## src/rtl/mac_seq_ctrl.sv

```systemverilog
// mac_seq_ctrl: sequencer for one NPU MAC lane.
// Multiplies two unsigned WIDTH-bit operands by shift-and-add over exactly
// WIDTH cycles using one time-shared ripple adder, then adds the 2*WIDTH-bit
// product into an ACC_WIDTH-bit running sum with a sticky wrap flag.
//
// Ports:
//   clk        rising-edge clock
//   rst_n      asynchronous active-low reset
//   in_valid   operand pair valid            in_ready  ready for an operand pair
//   a, b       multiplicand / multiplier     clear_acc start this op from acc=0
//   out_valid  acc_out holds a new result    out_ready downstream takes result
//   acc_out    accumulator value             overflow  sticky accumulator wrap
//   busy       sequencer not idle

module Full_Adder (
    input  logic i_a,
    input  logic i_b,
    input  logic i_cin,
    output logic o_sum,
    output logic o_cout
);
    assign o_sum  = i_a ^ i_b ^ i_cin;
    assign o_cout = (i_a & i_b) | (i_cin & (i_a ^ i_b));
endmodule

module mac_seq_ctrl #(
    parameter int unsigned WIDTH     = 8,
    parameter int unsigned ACC_WIDTH = 20
) (
    input  logic                 clk,
    input  logic                 rst_n,
    input  logic                 in_valid,
    output logic                 in_ready,
    input  logic [WIDTH-1:0]     a,
    input  logic [WIDTH-1:0]     b,
    input  logic                 clear_acc,
    output logic                 out_valid,
    input  logic                 out_ready,
    output logic [ACC_WIDTH-1:0] acc_out,
    output logic                 overflow,
    output logic                 busy
);
    localparam int unsigned PW    = 2 * WIDTH;
    localparam int unsigned CNT_W = (WIDTH > 1) ? $clog2(WIDTH) : 1;

    typedef enum logic [1:0] {S_IDLE, S_MULT, S_ACC, S_DONE} state_t;

    state_t               r_state;
    state_t               w_next;
    logic [PW-1:0]        r_mcand;
    logic [WIDTH-1:0]     r_mplier;
    logic [PW-1:0]        r_prod;
    logic [CNT_W-1:0]     r_cnt;
    logic                 r_clr_pend;
    logic [ACC_WIDTH-1:0] r_acc;
    logic                 r_ovf;

    logic [PW-1:0]        w_addend;
    logic [PW-1:0]        w_prod_sum;
    logic [PW-1:0]        w_carry;
    logic [ACC_WIDTH-1:0] w_base;
    logic [ACC_WIDTH:0]   w_acc_sum;

    // Shared product adder: the multiplicand is added only when the current
    // multiplier LSB is set. The product never exceeds PW bits, so the MSB
    // cell needs no carry out.
    assign w_addend   = r_mplier[0] ? r_mcand : '0;
    assign w_carry[0] = 1'b0;

    for (genvar gi = 0; gi < PW - 1; gi++) begin : g_ripple
        Full_Adder u_fa (
            .i_a    (r_prod[gi]),
            .i_b    (w_addend[gi]),
            .i_cin  (w_carry[gi]),
            .o_sum  (w_prod_sum[gi]),
            .o_cout (w_carry[gi+1])
        );
    end

    assign w_prod_sum[PW-1] = r_prod[PW-1] ^ w_addend[PW-1] ^ w_carry[PW-1];

    // Accumulate at ACC_WIDTH+1 bits so the top bit flags a wrap.
    assign w_base    = r_clr_pend ? '0 : r_acc;
    assign w_acc_sum = {1'b0, w_base} + (ACC_WIDTH+1)'(r_prod);

    // State register
    always_ff @(posedge clk or negedge rst_n) begin
        if (!rst_n) r_state <= S_IDLE;
        else        r_state <= w_next;
    end

    // Next-state logic
    always_comb begin
        w_next = r_state;
        case (r_state)
            S_IDLE: if (in_valid)                      w_next = S_MULT;
            S_MULT: if (r_cnt == CNT_W'(WIDTH - 1))    w_next = S_ACC;
            S_ACC:                                     w_next = S_DONE;
            S_DONE: if (out_ready)                     w_next = S_IDLE;
            default:                                   w_next = S_IDLE;
        endcase
    end

    // Output logic
    always_comb begin
        in_ready  = (r_state == S_IDLE);
        busy      = (r_state != S_IDLE);
        out_valid = (r_state == S_DONE);
    end

    assign acc_out  = r_acc;
    assign overflow = r_ovf;

    // Datapath registers
    always_ff @(posedge clk or negedge rst_n) begin
        if (!rst_n) begin
            r_mcand    <= '0;
            r_mplier   <= '0;
            r_prod     <= '0;
            r_cnt      <= '0;
            r_clr_pend <= 1'b0;
            r_acc      <= '0;
            r_ovf      <= 1'b0;
        end else begin
            case (r_state)
                S_IDLE: begin
                    if (in_valid) begin
                        r_mcand    <= PW'(a);
                        r_mplier   <= b;
                        r_prod     <= '0;
                        r_cnt      <= '0;
                        r_clr_pend <= clear_acc;
                    end
                end
                S_MULT: begin
                    r_prod   <= w_prod_sum;
                    r_mcand  <= r_mcand << 1;
                    r_mplier <= r_mplier >> 1;
                    r_cnt    <= r_cnt + CNT_W'(1);
                end
                S_ACC: begin
                    r_acc <= w_acc_sum[ACC_WIDTH-1:0];
                    r_ovf <= (r_clr_pend ? 1'b0 : r_ovf) | w_acc_sum[ACC_WIDTH];
                end
                default: ;
            endcase
        end
    end

endmodule

```

## config.mk

```make
export PLATFORM = sky130hd
export DESIGN_NAME = mac_seq_ctrl
export DESIGN_NICKNAME = d
export VERILOG_FILES = /design/src/rtl/mac_seq_ctrl.sv
export SDC_FILE = /design/constraint.sdc
export NUM_CORES = 1
export LEC_CHECK = 0
export CORE_ASPECT_RATIO = 1.4
export CORE_MARGIN = 4
export CORE_UTILIZATION = 57
export DETAILED_ROUTE_END_ITERATION = 10
export PLACE_DENSITY = 0.78
export SETUP_SLACK_MARGIN = 0.4
export SYNTH_ARGS = -nofsm -noshare
export SYNTH_HDL_FRONTEND = slang
export SYNTH_SLANG_ARGS = --single-unit
```

## constraint.sdc

```tcl
create_clock -name clk -period 7 [get_ports clk]
set_input_delay 1.4 -clock clk [delete_from_list [all_inputs] [get_ports clk]]
set_output_delay 1.4 -clock clk [all_outputs]
set_load 0.03 [all_outputs]
```

Word-level counts from Yosys, hierarchy flattened
Cells that the tools add are included.
Word-level totals
  register bits after elaboration: 67
  input port bits: 21
  word-level logic and storage cells: 113
  output and inout port bits: 24
Operators by class
  equal/unequal tests: 7
  add/sub/neg operators: 2
  bitwise gates (word level): 75
  reduce and logical (&&, ||, !) cells: 6
  mux-type cells: 15
Operator list (count)
  $pmux W16 S2: 2
  $mux W16: 3
  $xor A1 B1 Y1: 31
  $and A1 B1 Y1: 29
  $add A20 B16 Y21: 1
  $mux W20: 1
  $pmux W8 S2: 1
  $or A1 B1 Y1: 15
  $mux W8: 1
  $pmux W2 S4: 1
  $mux W2: 3
  $pmux W3 S2: 1
  $eq A2 B2 Y1 const B: 2
  $ne A2 B2 Y1 const B: 2
  $reduce_and A2 Y1: 2
  $reduce_bool A2 Y1: 2
  $add A3 B1 Y3 const B: 1
  $eq A3 B3 Y1 const B: 1
  $mux W3: 1
  $reduce_and A3 Y1: 1
  $eq A2 B1 Y1 const B: 1
  $logic_not A2 Y1: 1
  $ne A2 B1 Y1 const B: 1
  $mux W1: 1

Longest topological paths before layout
  word-level depth: 32
  mapped depth: 22
  gate-level depth less buffers: 21

By module
From an unflattened synthesis, not the netlist that was laid out.
Second synthesis, totals
  cell total of the unflattened synthesis: 384
  area, all modules: 4031.4 um^2
By module, submodules not included
  mac_seq_ctrl: seq. area each 1676.6 um^2, area each 3731.1 um^2, cells an instance 369, instances 1
  Full_Adder: seq. area each 0.0 um^2, area each 20.0 um^2, cells an instance 1, instances 15

Worst setup path after synthesis
No wires, ideal clock.
  path type: reg-to-reg
  start: reg r_mplier[0]
  end: reg r_prod[14]
  arrival time: 6266 ps
  library setup time: 121 ps
  required time: 6879 ps
  stages on the path, launching flop included: 20
  path slack: 613 ps
  period minus slack after synthesis: 6387 ps
  path buffers: 2
  cells stage by stage: dfrtp_1 > clkbuf_1 > clkbuf_1 > nand2_1 > fa_1 > fa_1 > fa_1 > fa_1 > fa_1 > fa_1 > fa_1 > fa_1 > fa_1 > fa_1 > fa_1 > fa_1 > inv_1 > fa_1 > fa_1 > a22o_1
On the way
  longest elaborated chain between the ends: 30
  elaborated cells between the ends (all ways): 57
  those cells by class: mux: 2; bitwise: 55
RTL lines
  from (decl): RTL line 51  | logic [WIDTH-1:0] r_mplier;
  from (signal assigned): RTL line 138  | r_mplier <= r_mplier >> 1;
  $mux W16 (*): RTL line 67  | assign w_addend = r_mplier[0] ? r_mcand : '0;
  $and A1 B1 Y1 / $xor A1 B1 Y1 (equally long branches): RTL line 23  | assign o_cout = (i_a & i_b) | (i_cin & (i_a ^ i_b));
  $and A1 B1 Y1: RTL line 23
  $or A1 B1 Y1: RTL line 23
  $and A1 B1 Y1: RTL line 23
  $or A1 B1 Y1: RTL line 23
  $and A1 B1 Y1: RTL line 23
  $or A1 B1 Y1: RTL line 23
  [14 not listed]
  $and A1 B1 Y1: RTL line 23
  $or A1 B1 Y1: RTL line 23
  $and A1 B1 Y1: RTL line 23
  $or A1 B1 Y1: RTL line 23
  $and A1 B1 Y1: RTL line 23
  $or A1 B1 Y1: RTL line 23
  $xor A1 B1 Y1 (*): RTL line 22  | assign o_sum = i_a ^ i_b ^ i_cin;
  $pmux W16 S2 (*): RTL line 125  | case (r_state)
  to (signal assigned): RTL line 136  | r_prod <= w_prod_sum;
  to (decl): RTL line 52  | logic [PW-1:0] r_prod;
Every way passes the cells marked *; elsewhere a longest branch is shown, timed or not.
A chain may end at the register's enable or synchronous reset.

Worst setup path in the final report
  start: reg r_mcand[0]
  end: reg r_prod[14]
On the way
  longest elaborated chain between the ends: 30
RTL lines
  from (decl): RTL line 50  | logic [PW-1:0] r_mcand;
  from (signal assigned): RTL line 128  | r_mcand <= PW'(a);
  from (signal assigned): RTL line 137  | r_mcand <= r_mcand << 1;
  $mux W16: RTL line 67
  $and A1 B1 Y1 (2 in series): RTL line 23
  $or A1 B1 Y1: RTL line 23
  $and A1 B1 Y1: RTL line 23
  $or A1 B1 Y1: RTL line 23
  $and A1 B1 Y1: RTL line 23
  $or A1 B1 Y1: RTL line 23
  $and A1 B1 Y1: RTL line 23
  [13 not listed]
  $and A1 B1 Y1: RTL line 23
  $or A1 B1 Y1: RTL line 23
  $and A1 B1 Y1: RTL line 23
  $or A1 B1 Y1: RTL line 23
  $and A1 B1 Y1: RTL line 23
  $or A1 B1 Y1: RTL line 23
  $xor A1 B1 Y1: RTL line 22
  $pmux W16 S2: RTL line 125
No other way between the ends.

==> reports/summary.txt <==
Detailed placement HPWL = 6.74 mm
Clk_skew = 0.00835 ns
Critical-path cell list = and2_1, ha_1, inv_1, fa_1, fa_2, fa_1, fa_1, fa_1, fa_1, fa_1, fa_2, fa_1, fa_1, fa_1, fa_1, inv_1, fa_1, fa_1, a22o_1
Number of buffers inserted by hold repair at cts = 0
Top library cells by usage in the layout, fill and taps aside = 67 x dfrtp_1, 60 x nand2_1, 43 x clkdlybuf4s50_1, 41 x o21ai_0, 34 x inv_1
CTS tree = yes
IO Port Bufs = 44
Area growth from synthesis to layout = 15.4%
Clk Latency, worst-skew pair = 0.35 ns
Crit Path Class = flip-flop to flip-flop
Buffers plus inverters on the worst setup path = 2
Net Count, Synth = 497
Actual transition at the worst max-transition pin = 1.10 ns
Share of post-route cells with drive strength above 1 = 7.53%
Crit share post-route = 89.7%
Critical path arrival = 6.52 ns
Height of the die = 110 µm
Total of fill cells in the finished design = 619
Post-CTS setup-driven buffer insertion count = 0
Maximum number of pins on one net before global-route repair = 68
Peak Freq = 159 MHz
Power density normalized to cell area = 374 nW/µm²
Kind of cell adding the most delay to the critical path = adder cells
Share of synthesized registers carrying an async set or reset = 100%
Clock buffer count from CTS = 9
Final hold viol count = 0
I/O Pins = 45
Post-synthesis area per instance = 9.74 µm²
Via density per instance = 5.74
TritonCTS sink count = 67
Finish-stage setup viols = 0
Hold slack = 0.485 ns
Initial detailed-routing violation count = 131
Clock-pin slew of the registers on the worst-case setup and hold paths = 0.07 ns
Maximum single-stage delay on the critical path = 0.40 ns
Shortest clock period the worst path allows after layout = 6.28 ns
Worst path most repeated cell = fa_1
Cell variety after synth = 54
Total number of vias = 3299
Total global routing overflow = 0
Via count of the first global-routing pass = 3420
Area enclosed by the die boundary = 8960 µm²
Count of flip-flops with a built-in enable after synthesis = 0
Count of max-cap constraint violations = 0
Setup repair after global routing missed its margin = no
Endpoint kind of the worst setup timing path = flip-flop
Global-route wire length before repair = 15.8 mm
Number of nets in the layout = 535
Relative slew slack = 26.5%
Root Buffer Master = clkbuf_8
Std-Cell Core Area = 7310 µm²
Number of antenna violations at the first check in global routing = 0
Overall die width = 81.1 µm
Length of the first detailed-routing pass in iterations = 6
Ant diodes = 0
DRC Markers = 0
Standard-cell row count = 37
Total of flip-flops plus latches after synthesis = 67
Post-Syn Instances = 438
Overall Global Routing Usage = 23.3%
Seq/Total Area, Yosys = 39.3%
Count of nets left with antenna violations after detail routing = 0
Total routed wirelength = 9.22 mm
Required arrival time at the worst endpoint = 7.24 ns
Placer's final routability congestion estimate = 0.834
Routed length per placed instance = 16.0 µm
Flip-flop cell with the highest count after synthesis = dfrtp_1
Initial core utilization = 58.3%
Final max-slew violation count = 0
Cell with the largest stage delay on the worst path = fa_1
Standby leakage power = 2.14 nW
Hold crit path type = flip-flop to flip-flop
Outcome = complete, no violations
Synth Cell Area = 4270 µm²
Bufs on Longest Clock Path = 2
Crit start category = flip-flop
Number of H-tree levels = 3
Synth warn = 0
Peak supply drop = 0.330 mV
Most frequent standard cell in the layout excluding fill and tap cells = dfrtp_1
Critical Path Fanout Max = 3
Fin Setup TNS = 0 ns
[per-layer routing]
metal	global-route usage [%]	wire length (µm)
met5	0	0
met1	26.6	3760
met4	8.70	182
met2	41.8	4910
met3	5.69	359
[cell type report]
cell class	instances	area [µm²]	share of cell area (%)
multi-input cells	316	2390	48.4
flip-flops and latches	67	1680	34.0
repair buffers	48	465	9.45
clock buffers	13	149	3.02
inverters	34	128	2.59
well taps	97	121	2.46
[state kept, by name (all words and copies together), names as in the netlist]
name        flops
acc_out        20
overflow        1
r_clr_pend      1
r_cnt           3
r_mcand        16
r_mplier        8
r_prod         16
r_state         2
[power by group]
part           leakage [nW]  internal, mW  total [mW]  switching (mW)
logic                  1.18         0.374       0.925           0.551
clock network        0.0754         0.133       0.270           0.137
registers             0.886         0.526       0.648           0.122
[kinds of logic (layout without fill, tap and decap cells)]
| kind of cell | count (synthesis) | count (layout) | share of synthesized area [%] |
|---|---|---|---|
| AO/OA/AOI/OAI | 117 | 117 | 19.1 |
| flip-flops | 67 | 67 | 39.3 |
| buffers and inverters | 55 | 95 | 5.19 |
| adder cells (fa/ha/maj) | 38 | 38 | 13.8 |
| AND/OR/NAND/NOR | 126 | 126 | 14.5 |
| multiplexers | 25 | 25 | 6.16 |
| XOR/XNOR | 10 | 10 | 2.05 |
[cell usage after synthesis, types with 3 or more instances]
master,instances,area share (%)
a211oi_1,3,0.53
fa_1,15,7.0
nor2_1,12,1.1
inv_1,34,3.0
nand2b_1,8,1.2
o21ai_1,3,0.35
nand3_1,4,0.47
dfrtp_1,67,39
or3_1,3,0.44
nand2_1,60,5.3
a22o_1,13,2.7
and2_1,6,0.88
a21o_1,7,1.2
mux2_2,10,2.6
a211oi_2,3,0.88
nand3b_1,5,0.88
nand4_1,4,0.59
mux2i_1,15,3.5
a21oi_1,17,2.0
o221ai_1,3,0.62
buf_2,6,0.70
clkbuf_1,13,1.1
nor2b_1,16,2.3
xnor2_1,8,1.6
o21ai_0,41,4.8
ha_1,23,6.7
[what timing repair did]
item	4_1_cts	5_1_grt
endpoints found under the setup margin	0	2
hold endpoints to repair	0	0
gates resized for setup	0	2
[path summary, 6_finish.rpt]
| kind | from | endpoint | slack, ns | depth (start not counted) |
|---|---|---|---|---|
| worst max-delay path | r_mcand[0] | r_prod[14] | 0.72 | 19 |
| worst min-delay path | r_mplier[3] | r_mplier[3] | 0.48 | 2 |
| worst max register to register | r_mcand[0] | r_prod[14] | 0.72 | 19 |
| worst min register to register | r_mplier[3] | r_mplier[3] | 0.48 | 2 |
| max in group asynchronous | rst_n | acc_out[3] | 5.19 | 2 |
| min in group asynchronous | rst_n | acc_out[4] | 1.23 | 2 |
[worst min-delay path: stages, from the launching register on]
cell     delay (ns)
dfrtp_1        0.34
nand2_1        0.04
o21ai_0        0.06
[through the flow]
stage                     cell area, µm²  setup slack (ns)  total power [mW]  utilization, %  instances
after CTS                           4920             0.620              1.86            67.3        575
final                               4930             0.720              1.84            67.3        575
after floorplan                     4270             0.613              1.31               -        438
after global placement              4770             0.738              1.54            65.2        562
after detailed placement            4770             0.622              1.58            65.2        562
after global routing                4930             0.435              2.00            67.3        575
(Power assumes the default switching activity.)
